**config.mk**
```make
export PLATFORM = sky130hd
export DESIGN_NAME = uart_tx_hakem
export DESIGN_NICKNAME = d
export VERILOG_FILES = /design/src/rtl/uart_gfa_pkg.sv /design/src/rtl/uart_tx_hakem_rr_secici.sv /design/src/rtl/uart_tx_hakem.sv
export SDC_FILE = /design/constraint.sdc
export NUM_CORES = 1
export LEC_CHECK = 0
export CORE_ASPECT_RATIO = 1.5
export CORE_UTILIZATION = 34
export DETAILED_ROUTE_END_ITERATION = 8
export HOLD_SLACK_MARGIN = 0.1
export PLACE_DENSITY = 0.66
export SLEW_MARGIN = 40
export SYNTH_ARGS = -nofsm -noshare
export SYNTH_HDL_FRONTEND = slang
export SYNTH_SLANG_ARGS = --single-unit
```
**constraint.sdc**
```tcl
create_clock -name clk_g -period 7.55 [get_ports clk_g]
set_clock_uncertainty 0.15 [all_clocks]
set_input_delay 1.8875 -clock clk_g [delete_from_list [all_inputs] [get_ports clk_g]]
set_output_delay 1.8875 -clock clk_g [all_outputs]
set_load 0.1 [all_outputs]
```
**src/rtl/uart_gfa_pkg.sv**
```systemverilog
// Shared definitions for the UART transmit arbiter: command opcode,
// FSM state encoding, command word field positions, counter sizing helper.
package uart_gfa_pkg;

  localparam logic [2:0] KOMUT_GONDER = 3'b001;

  localparam logic [1:0] BOSTA   = 2'd0;
  localparam logic [1:0] GONDER  = 2'd1;
  localparam logic [1:0] KILITLI = 2'd2;

  localparam int BAYT_MSB  = 31;
  localparam int BAYT_LSB  = 24;
  localparam int OPKOD_MSB = 2;
  localparam int OPKOD_LSB = 0;

  // Idle counter width; a disabled timeout (0) still gets a 1-bit counter
  // so the declaration never collapses to zero width.
  function automatic int sayac_genisligi(input int zaman_asimi);
    if (zaman_asimi < 1) return 1;
    return $clog2(zaman_asimi + 1);
  endfunction

endpackage

```
**src/rtl/uart_tx_hakem_rr_secici.sv**
```systemverilog
// Combinational round-robin selector: first asserted request found when
// scanning upward from the pointer, wrapping modulo N.
module rr_secici #(
  parameter int N = 4
) (
  input  logic [N-1:0]         istek,
  input  logic [$clog2(N)-1:0] oncelik,
  output logic                 bulundu,
  output logic [$clog2(N)-1:0] kazanan
);

  localparam int W = $clog2(N);

  // Scan N positions starting at the pointer; the first hit wins.
  always_comb begin
    int j;
    bulundu = 1'b0;
    kazanan = '0;
    j = 0;
    for (int k = 0; k < N; k++) begin
      j = int'(oncelik) + k;
      if (j >= N) j = j - N;
      if (!bulundu && istek[j]) begin
        bulundu = 1'b1;
        kazanan = W'(j);
      end
    end
  end

endmodule

```
**src/rtl/uart_tx_hakem.sv**
```systemverilog
// Round-robin arbiter sharing one UART command channel among N byte
// requesters, with optional multi-byte frame locking and idle timeout.
module uart_tx_hakem
  import uart_gfa_pkg::*;
#(
  parameter int N           = 4,
  parameter int ZAMAN_ASIMI = 1024
) (
  input  logic                 clk_g,
  input  logic                 rst_g,
  input  logic [N-1:0]         istek_gecerli,
  input  logic [8*N-1:0]       istek_veri,
  input  logic [N-1:0]         istek_son,
  output logic [N-1:0]         istek_hazir,
  output logic [31:0]          komut,
  output logic                 komut_gecerli,
  input  logic                 komut_hazir,
  output logic [$clog2(N)-1:0] sahip,
  output logic                 mesgul
);

  localparam int W  = $clog2(N);
  localparam int SW = sayac_genisligi(ZAMAN_ASIMI);

  logic [1:0]    durum_q,   durum_d;
  logic [W-1:0]  oncelik_q, oncelik_d;
  logic [W-1:0]  sahip_q,   sahip_d;
  logic [7:0]    bayt_q,    bayt_d;
  logic          son_q,     son_d;
  logic [SW-1:0] sayac_q,   sayac_d;

  logic          bulundu;
  logic [W-1:0]  kazanan;
  logic [W-1:0]  sonraki_oncelik;
  logic [SW:0]   sayac_art;

  rr_secici #(.N(N)) u_secici (
    .istek   (istek_gecerli),
    .oncelik (oncelik_q),
    .bulundu (bulundu),
    .kazanan (kazanan)
  );

  // Pointer successor of the owner, wrapping for any N.
  assign sonraki_oncelik = (sahip_q == W'(N - 1)) ? '0 : sahip_q + 1'b1;
  assign sayac_art       = {1'b0, sayac_q} + 1'b1;

  // Next-state, byte capture and accept strobes for the arbitration FSM.
  always_comb begin
    durum_d     = durum_q;
    oncelik_d   = oncelik_q;
    sahip_d     = sahip_q;
    bayt_d      = bayt_q;
    son_d       = son_q;
    sayac_d     = sayac_q;
    istek_hazir = '0;
    case (durum_q)
      BOSTA: begin
        if (bulundu) begin
          istek_hazir[kazanan] = 1'b1;
          bayt_d  = istek_veri[{kazanan, 3'b000} +: 8];
          son_d   = istek_son[kazanan];
          sahip_d = kazanan;
          durum_d = GONDER;
        end
      end
      GONDER: begin
        if (komut_hazir) begin
          if (son_q) begin
            oncelik_d = sonraki_oncelik;
            durum_d   = BOSTA;
          end else begin
            sayac_d = '0;
            durum_d = KILITLI;
          end
        end
      end
      KILITLI: begin
        istek_hazir[sahip_q] = 1'b1;
        if (istek_gecerli[sahip_q]) begin
          bayt_d  = istek_veri[{sahip_q, 3'b000} +: 8];
          son_d   = istek_son[sahip_q];
          durum_d = GONDER;
        end else begin
          if (sayac_q != {SW{1'b1}}) sayac_d = sayac_art[SW-1:0];
          if (ZAMAN_ASIMI != 0 && int'(sayac_art) >= ZAMAN_ASIMI) begin
            oncelik_d = sonraki_oncelik;
            durum_d   = BOSTA;
          end
        end
      end
      default: durum_d = BOSTA;
    endcase
    // No byte may be accepted while reset is asserted.
    if (!rst_g) istek_hazir = '0;
  end

  // Control state with synchronous active-low reset.
  always_ff @(posedge clk_g) begin
    if (!rst_g) begin
      durum_q   <= BOSTA;
      oncelik_q <= '0;
      sahip_q   <= '0;
      son_q     <= 1'b0;
      sayac_q   <= '0;
    end else begin
      durum_q   <= durum_d;
      oncelik_q <= oncelik_d;
      sahip_q   <= sahip_d;
      son_q     <= son_d;
      sayac_q   <= sayac_d;
    end
  end

  // Latched byte; only visible through komut while a command is valid.
  always_ff @(posedge clk_g) begin
    bayt_q <= bayt_d;
  end

  // Command word is forced to zero whenever no command is offered.
  always_comb begin
    komut = '0;
    if (komut_gecerli) begin
      komut[BAYT_MSB:BAYT_LSB]   = bayt_q;
      komut[OPKOD_MSB:OPKOD_LSB] = KOMUT_GONDER;
    end
  end

  assign komut_gecerli = (durum_q == GONDER);
  assign mesgul        = (durum_q != BOSTA);
  assign sahip         = sahip_q;

endmodule

```
Word-level counts from Yosys, hierarchy flattened
Index checks and enable logic that the tools add are counted.
{"block": "op_classes", "addsub": 9, "magnitude_cmp": 13, "eq_ne": 13, "n_shift": 2, "mux": 62, "n_reduce_logical": 17}
{"op": "< comparator 32 x 4 -> 1 bit, second input constant", "count": 4}
{"op": "two-way mux 32 bit", "count": 4}
{"op": ">= comparator 32 x 4 -> 1 bit, second input constant", "count": 3}
{"op": "subtractor 32 x 4 -> 32 bit, second input constant", "count": 3}
{"op": "variable part select 32 x 6 -> 8 bit", "count": 2}
{"op": "two-way mux 11 bit", "count": 4}
{"op": "two-way mux 2 bit", "count": 14}
{"op": "two-way mux 8 bit", "count": 3}
{"op": "one-hot mux 11 bit (2 select lines)", "count": 1}
{"op": "two-way mux 1 bit", "count": 20}
{"op": "one-hot mux 8 bit (2 select lines)", "count": 1}
{"op": "binary-select mux 1 bit (select 2 bit)", "count": 7}
{"op": "adder 11 x 1 -> 12 bit, second input constant", "count": 1}
{"op": ">= comparator 12 x 11 -> 1 bit, second input constant", "count": 1}
{"op": "inequality test 2 bit, second input constant", "count": 6}
{"op": "inequality test 11 bit, second input constant", "count": 1}
{"op": "AND reduction 5 bit", "count": 2}
{"op": "two-way mux 4 bit", "count": 2}
{"op": "one-hot mux 4 bit (2 select lines)", "count": 1}
{"op": "adder 2 x 2 -> 3 bit, second input constant", "count": 2}
{"op": "< comparator 2 x 3 -> 1 bit, second input constant", "count": 2}
{"op": "one-hot mux 2 bit (3 select lines)", "count": 1}
{"op": "AND reduction 3 bit", "count": 2}
{"op": "nonzero test 2 bit", "count": 3}
{"op": "other kinds (16)", "count": 26}
{"block": "word_totals", "register_bits": 26, "in_bits": 43, "output_inout_bits": 40, "wordCells": 122}

Longest topological paths before layout
Gate-level depths: netlist (run 1).
{"block": "logic_depth", "word_depth": 22, "mapped_depth": 8}

Modules after synthesis
Synthesis (run 1) repeated with hierarchy kept, for this count alone.
{"block": "hier_totals", "hier_cells": 218, "area_unflattened_um2": 2078.2}
{"module": "uart_tx_hakem", "n_inst": 1, "cells_each": 203, "area_each_um2": 2000.7, "seq_area_each_um2": 600.6}
{"module": "rr_secici", "n_inst": 1, "cells_each": 15, "area_each_um2": 77.6, "seq_area_each_um2": 0.0}

Worst setup path after synthesis (run 1)
No wires, ideal clock.
{"block": "synth_path", "path_kind": "input to output", "start": "in istek_gecerli[2]", "end": "out istek_hazir[1]", "arrival_time_ps": 4124, "t_required_ps": 5512, "path_slack_ps": 1388, "path_stages": 6, "path_buffers": 1, "path_cell_list": "nor2b_1 -> nor4b_1 -> or2_0 -> clkbuf_1 -> a32oi_1 -> nor2_1"}
{"block": "synth_via", "elab_chain_cells": 20, "word_cells_on_any_way": 34}
{"element": "start, declared", "line": "uart_tx_hakem.sv:11", "rtl": "input logic [N-1:0] istek_gecerli,"}
{"element": "binary-select mux 1 bit (select 2 bit)", "line": "uart_tx_hakem_rr_secici.sv:23", "rtl": "if (!bulundu && istek[j]) begin"}
{"element": "two-way mux 1 bit (implied by the code) (2 in a row)", "line": "uart_tx_hakem_rr_secici.sv:23"}
{"element": "two-way mux 1 bit", "line": "uart_tx_hakem_rr_secici.sv:23"}
{"element": "logical NOT 1 bit", "line": "uart_tx_hakem_rr_secici.sv:23"}
{"element": "logical AND 1 bit", "line": "uart_tx_hakem_rr_secici.sv:23"}
{"element": "two-way mux 1 bit", "line": "uart_tx_hakem_rr_secici.sv:23"}
{"element": "logical NOT 1 bit", "line": "uart_tx_hakem_rr_secici.sv:23"}
{"element": "logical AND 1 bit", "line": "uart_tx_hakem_rr_secici.sv:23"}
{"element": "[3 not listed]"}
{"element": "two-way mux 2 bit", "line": "uart_tx_hakem_rr_secici.sv:23"}
{"element": "< comparator 2 x 3 -> 1 bit (implied by the code) or >= comparator 2 x 1 -> 1 bit (tied branches)", "line": "uart_tx_hakem.sv:60", "rtl": "istek_hazir[kazanan] = 1'b1;"}
{"element": "logical AND 1 bit (implied by the code)", "line": "uart_tx_hakem.sv:60"}
{"element": "two-way mux 1 bit (implied by the code)", "line": "uart_tx_hakem.sv:60"}
{"element": "demux 1 bit (select 2 bit)", "line": "uart_tx_hakem.sv:60"}
{"element": "two-way mux 4 bit (*)", "line": "uart_tx_hakem.sv:59", "rtl": "if (bulundu) begin"}
{"element": "one-hot mux 4 bit (2 select lines) (*)", "line": "uart_tx_hakem.sv:57", "rtl": "case (durum_q)"}
{"element": "two-way mux 4 bit (*)", "line": "uart_tx_hakem.sv:95", "rtl": "if (!rst_g) istek_hazir = '0;"}
{"element": "end, declared", "line": "uart_tx_hakem.sv:14", "rtl": "output logic [N-1:0] istek_hazir,"}
Every way passes the cells marked *; elsewhere a longest branch is shown, timed or not. The select of a mux whose other input is x is not followed.

Worst setup path after layout (run 1)
{"block": "layout_path", "start": "in istek_gecerli[3]", "end": "out istek_hazir[1]"}
Same word-level chain as after synthesis.

==> impl_metrics.csv, run 1 <==
group,metric,value,unit
synthesis,ys_seq_elements,26,
power,p_leak,0.0009766,µW
floorplanning,die-area,6330,µm²
grt,grt_max_degree,21,
place,place.gp.congestion,0.8493,
floorplanning,die_h,96.95,µm
place,dpl.cell_count,334,
clocking,cts_resized,0,
synthesis,synth_seq_area_share,29.39,%
worst_setup_path,critical_path.max_stage_delay,590,ps
synthesis,synthTopCellsByArea,"dfxtp_1 18%, edfxtp_1 12%, mux4_2 9.9%",
timing,timing.final.ws_setup,1551,ps
clocking,path_clk_slew,90,ps
grt,grt-ovfl-total,0,
grt,track_usage,15.76,%
timing,max_freq,166.7,MHz
worst_setup_path,required,5510,ps
worst_setup_path,rr_endpoint,"sayac_q[5]$_SDFFE_PN0P_",
clocking,cts_sinks,26,
timing,final.period_utilization,79.46,%
worst_hold_path,min_path_cells,2,
finish,fin_cells,338,
timing,finalHoldViolations,0,
timing,slew_headroom,50.41,%
timing,rsz0062_at_grt,"no",
grt,grt_pass1_vias,1650,
power,irDropWorstVdd,0.2540,mV
power,powerDensity,352.7,nW/µm²
synthesis,yosysMostFrequentCell,"buf_4",
clocking,cts_setup_buffers,0,
clocking,htree_levels,1,
worst_setup_path,critPathSlowestCell,"clkdlybuf4s50_1",
job,drv_cap,0,
floorplanning,core,5786,µm²
drt,vias,1694,
worst_setup_path,startpoint_type,"input pin",
synthesis,post_synth.cell_area_avg,9.683,µm²
synthesis,syn_area,2043,µm²
floorplanning,num_io_pins,83,
clocking,numCtsBuffers,3,
finish,finalNetCount,319,
synthesis,synth_common_cells,"24 x buf_4, 21 x nor2_1, 18 x dfxtp_1",
clocking,cts_root_buf,"clkbuf_8",
timing,setup_violations,0,
timing,tns,0,ps
clocking,cts_tree,"built",
worst_setup_path,crit_buf_inv,2,
drt,viasPerCell,5.012,
clocking,postCtsHoldBufs,0,
worst_setup_path,rrSetupSlack,4910,ps
worst_setup_path,crit_path_start,"istek_gecerli[3]",
synthesis,yosysTopAreaCell,"dfxtp_1",
drt,dr.pass1.iters,4,
timing,worst_slew_pin_slew,743.9,ps
grt,antenna_found_initial,0,
worst_setup_path,critPathCaptureType,"primary output",
worst_hold_path,hold_start,"sayac_q[1]$_SDFFE_PN0P_",
place,post-place-ws,1586,ps
timing,period_minus_slack,5999,ps
grt,grt_pass1_wl,7810,µm
worst_setup_path,worstSetupPathType,"input pin to primary output",
floorplanning,initial_core_util,35.32,%
synthesis,yosys.area.top_type_share,17.64,%
place,io_buffers,59,
outcome,status,"completed",
synthesis,synth_edf_count,8,
drt,remaining_drc_errors,0,
worst_setup_path,ff2ff_path_depth,5,
synthesis,syn_inst,211,
synthesis,synth_flop_cell,"dfxtp_1",
synthesis,ys.warnings.count,0,
drt,ant_nets,0,
worst_setup_path,cp_top_family,"simple AND/OR/NAND/NOR gates",
finish,area_growth,26.45,%
worst_setup_path,critPathMaxFanout,6,
synthesis,async_flop_share,0,%
finish,diodes,0,
floorplanning,num_rows,34,
worst_setup_path,crit_chain,"clkdlybuf4s50_1, nor2_1, nor4b_1, or2_0, a32oi_1, nor2_1, buf_4",
clocking,clock_latency,270,ps
drt,avgRoutedWirePerCell,14.27,µm
worst_setup_path,arrival,3960,ps
drt,wl,4823,µm
timing,drv_slew,0,
drt,drt_iter0_markers,62,
worst_setup_path,r2r_start,"sahip[0]$_SDFFE_PN0P_",
clocking,clock_path_buffers,2,
worst_setup_path,cp_common_cell,"nor2_1",
floorplanning,die_x,65.30,µm
synthesis,synthDistinctLibCells,53,
worst_hold_path,holdPathEnd,"sayac_q[1]$_SDFFE_PN0P_",
worst_hold_path,hp-class,"flop to flop",
place,dp_hpwl,3816,µm
finish,drive_gt1_share,16.92,%
[report_power, final]
part	internal, µW	leakage, µW	switching (µW)	total (µW)
clock network	46.6	0.0000288	42.8	89.4
logic	149	0.000722	455	604
registers	193	0.000226	25.1	218
total	389	0.000977	522	911
[cells by family (layout without fill, tap and decap cells)]
| group | Yosys count | count (layout) | share of synthesized area (%) |
|---|---|---|---|
| adder cells (fa/ha/maj) | 9 | 9 | 5.511 |
| AO/OA/AOI/OAI | 32 | 32 | 11.82 |
| XOR/XNOR | 9 | 9 | 3.858 |
| AND/OR/NAND/NOR | 81 | 81 | 24.37 |
| flip-flops | 26 | 26 | 29.39 |
| buffers and inverters | 40 | 73 | 12.12 |
| multiplexers | 13 | 13 | 12.74 |
| other | 1 | 23 | 0.1835 |
[per-layer routing]
metal | wire length, µm | share of wire (%) | GRT usage, % | vias to the layer above
met3 | 167 | 3.5 | 2.476 | 6
met1 | 1949 | 40 | 18.73 | 810
met2 | 2607 | 54 | 27.84 | 46
met5 | 0 | 0 | 0 | -
met4 | 98 | 2.0 | 5.351 | 0
li1 | - | - | - | 832
[worst register-to-register path, cell delays in order, from the launching register on]
cell and delay, ps:
dfxtp_1 550, mux4_2 640, a221o_1 600, nor4_1 410, xnor2_1 160, nor2_1 50
[cell usage in the layout, fill, tap and decap left out, drive strengths merged, types with 2 or more instances in the layout]
cell / synthesis / layout
inv: 9 / 9
a22oi: 3 / 3
o41ai: 2 / 2
nor2b: 5 / 5
nand2b: 2 / 2
conb: 1 / 23
nor3b: 4 / 4
o32ai: 2 / 2
nand3: 8 / 8
clkdlybuf4s50: 0 / 42
a32oi: 2 / 2
nor4b: 2 / 2
nor4: 6 / 6
nor3: 4 / 4
a2111oi: 2 / 2
xnor2: 9 / 9
clkbuf: 6 / 4
dfxtp: 18 / 18
a21oi: 4 / 4
nand2: 14 / 14
o21ai: 7 / 7
and2: 8 / 8
edfxtp: 8 / 8
mux4: 10 / 10
or3: 3 / 3
buf: 25 / 18
nor2: 21 / 21
mux2i: 2 / 2
ha: 9 / 9
[flip-flops by register name (all words and copies together) (netlist names)]
signal / count
bayt_q: 8
oncelik_q: 2
son_q: 1
sayac_q: 11
durum_q: 2
sahip: 2
[worst max-delay path by stage]
stage / to / slack, ps / cells past startpoint
5_1_grt: istek_hazir[3] / 1340 / 7
3_3_place_gp: istek_hazir[3] / 1640 / 7
4_1_cts: istek_hazir[1] / 1570 / 7
2_1_floorplan: istek_hazir[1] / 1390 / 6
6_report: istek_hazir[1] / 1550 / 7
3_5_place_dp: istek_hazir[1] / 1590 / 7
[stage by stage]
step                util [%]  power, µW  hold slack (ps)  area [µm²]
global placement       44.77      848.3            331.9        2590
detailed placement     43.64      823.9            337.8        2525
global route           44.66      962.2            388.9        2584
floorplan                  -      732.2            314.4        2126
finish                 44.66      911.2            349.2        2584
CTS                    44.59      916.0            352.2        2580
[cell type report]
| type | count | area [µm²] |
|---|---|---|
| Fill cell | 578 | 3202 |
| Multi-Input combinational cell | 167 | 1281 |
| Sequential cell | 26 | 600.6 |
| Timing Repair Buffer | 60 | 523.0 |
| Tap cell | 72 | 90.09 |
| Clock buffer | 4 | 55.05 |
| Inverter | 9 | 33.78 |
Power figures use the tool's default switching activity.
==> run 2, diff against run 1 <==
--- a/config.mk
+++ b/config.mk
@@ -9,7 +9,7 @@
 export CORE_UTILIZATION = 34
 export DETAILED_ROUTE_END_ITERATION = 8
 export HOLD_SLACK_MARGIN = 0.1
-export PLACE_DENSITY = 0.66
+export PLACE_DENSITY = 0.68
 export SLEW_MARGIN = 40
 export SYNTH_ARGS = -nofsm -noshare
 export SYNTH_HDL_FRONTEND = slang
==> constraint.sdc (replaced) <==
create_clock -name clk_g -period 5.2 [get_ports clk_g]
set_clock_uncertainty 0.15 [all_clocks]
set_input_delay 1.3 -clock clk_g [delete_from_list [all_inputs] [get_ports clk_g]]
set_output_delay 1.3 -clock clk_g [all_outputs]
set_load 0.1 [all_outputs]
==> impl_metrics.csv, run 2 (same netlist as run 1, synthesis figures left out) <==
group,metric,value,unit
finish,final_core_utilization,45.22,%
floorplanning,num_rows,34,
timing,period_minus_slack,4816,ps
drt,vias,1723,
drt,dr.pass1.iters,4,
worst_setup_path,arrival,3370,ps
worst_setup_path,crit_buf_inv,2,
place,place.gp.congestion,0.8378,
clocking,cts_root_buf,"clkbuf_8",
worst_setup_path,cp_common_cell,"nor2_1",
floorplanning,die-area,6330,µm²
drt,dr_wl_met3,185,µm
drt,met2_length,2569,µm
finish,design_area,2616,µm²
job,drv_cap,0,
outcome,status,"completed",
finish,area_growth,28.05,%
timing,worst_slew_pin_slew,722.7,ps
timing,drv_slew,0,
clocking,clock_latency,270,ps
grt,track_usage,15.24,%
floorplanning,die_x,65.30,µm
clocking,htree_levels,1,
drt,ant_nets,0,
grt,grt-ovfl-total,0,
power,irDropWorstVdd,0.3268,mV
drt,top_layer_used,"met4",
drt,met1Wirelength,1890,µm
drt,viasPerCell,5.113,
power,p_leak,0.0009783,µW
floorplanning,die_h,96.95,µm
floorplanning,core,5786,µm²
finish,num-fill-cells,557,
finish,drive_gt1_share,16.23,%
clocking,clock_path_buffers,2,
finish,layout_commonest_cell,"clkdlybuf4s50_1",
clocking,numCtsBuffers,3,
finish,finalNetCount,318,
worst_setup_path,worstSetupPathType,"input pin to primary output",
worst_setup_path,crit_chain,"clkdlybuf4s50_1, nor2_1, nor4b_1, or2_0, a32oi_1, nor2_1, buf_12",
finish,layout_common_cells,"42 x clkdlybuf4s50_1, 23 x conb_1, 21 x nor2_1",
grt,grt_pass1_wl,7624,µm
timing,tns,0,ps
power,powerDensity,503.4,nW/µm²
timing,setup_violations,0,
place,placed_area,2567,µm²
drt,wl,4701,µm
worst_setup_path,critPathSlowestCell,"clkdlybuf4s50_1",
drt,avgRoutedWirePerCell,13.95,µm
place,dp_hpwl,3762,µm
place,io_buffers,59,
worst_setup_path,rrSetupSlack,2490,ps
worst_setup_path,critPathCaptureType,"primary output",
finish,largest-register,"sayac_q",
grt,antenna_found_initial,0,
worst_setup_path,critPathMaxFanout,6,
place,dpl.cell_count,333,
clocking,path_clk_slew,90,ps
drt,drt_iter0_markers,120,
clocking,postCtsHoldBufs,0,
finish,largest_reg_flops,11,
finish,fin_cells,337,
grt,grt_pass1_vias,1600,
worst_hold_path,hp-class,"flop to flop",
clocking,cts_tree,"built",
timing,final.period_utilization,92.62,%
finish,biggestRegsByFlops,"sayac_q x11, bayt_q x8",
worst_setup_path,required,3750,ps
timing,timing.final.ws_setup,383.8,ps
clocking,cts_setup_buffers,0,
clocking,cts_resized,0,
floorplanning,num_io_pins,83,
worst_setup_path,startpoint_type,"input pin",
floorplanning,initial_core_util,35.32,%
worst_setup_path,cp_top_family,"simple AND/OR/NAND/NOR gates",
place,post-place-ws,426.6,ps
timing,rsz0062_at_grt,"no",
timing,max_freq,207.6,MHz
grt,grt_max_degree,21,
clocking,cts_sinks,26,
drt,remaining_drc_errors,0,
worst_setup_path,critical_path.max_stage_delay,590,ps
finish,diodes,0,
timing,finalHoldViolations,0,
timing,slew_headroom,51.46,%
-- run 2: changes by cell type in the layout (fill, tap and decap cells not counted) --
cell	previous run	this run
clkbuf_8	4	3
o21ai_0	6	5
buf_12	0	4
buf_4	5	0
clkinv_1	0	1
o21ai_1	0	1
-- run 2: where the power goes --
group          internal [µW]  switching, µW  total (µW)
combinational            227            659         886
sequential               281           35.4         316
clock                   52.9           61.8         115
total                    561            757        1320
-- run 2: routing by layer --
metal / up-vias / GRT usage (%)
met5: - / 0
met4: 0 / 4.013
met3: 5 / 1.651
met2: 54 / 28.15
met1: 833 / 17.94
li1: 831 / -
-- run 2: final cells by class --
type,count,area (µm²),share of cell area (%)
clock buffer,3,41.29,1.578
multi-input combinational,167,1281,48.97
inverter,9,33.78,1.291
clock inverter,1,3.754,0.1435
timing repair buffer,59,565.5,21.62
sequential,26,600.6,22.96
tap,72,90.09,3.443
-- run 2: worst paths after layout --
kind                                               from                      end  depth (start not counted)
worst max-delay path                   istek_gecerli[3]           istek_hazir[3]                          7
worst min-delay path            sayac_q[1]$_SDFFE_PN0P_  sayac_q[1]$_SDFFE_PN0P_                          2
worst max register to register    sahip[0]$_SDFFE_PN0P_  sayac_q[5]$_SDFFE_PN0P_                          5
worst min register to register  sayac_q[1]$_SDFFE_PN0P_  sayac_q[1]$_SDFFE_PN0P_                          2
-- run 2: worst min-delay path, stage by stage, from the launching register on --
cell     delay [ps]
dfxtp_1         330
o21ai_0          70
a21oi_1          60
-- run 2: through the flow --
step	total power, µW	hold slack (ps)
2_1_floorplan	1063	314.4
3_3_place_gp	1242	334.3
3_5_place_dp	1208	338.7
4_1_cts	1323	351.8
5_1_grt	1382	392.6
6_report	1317	346.2
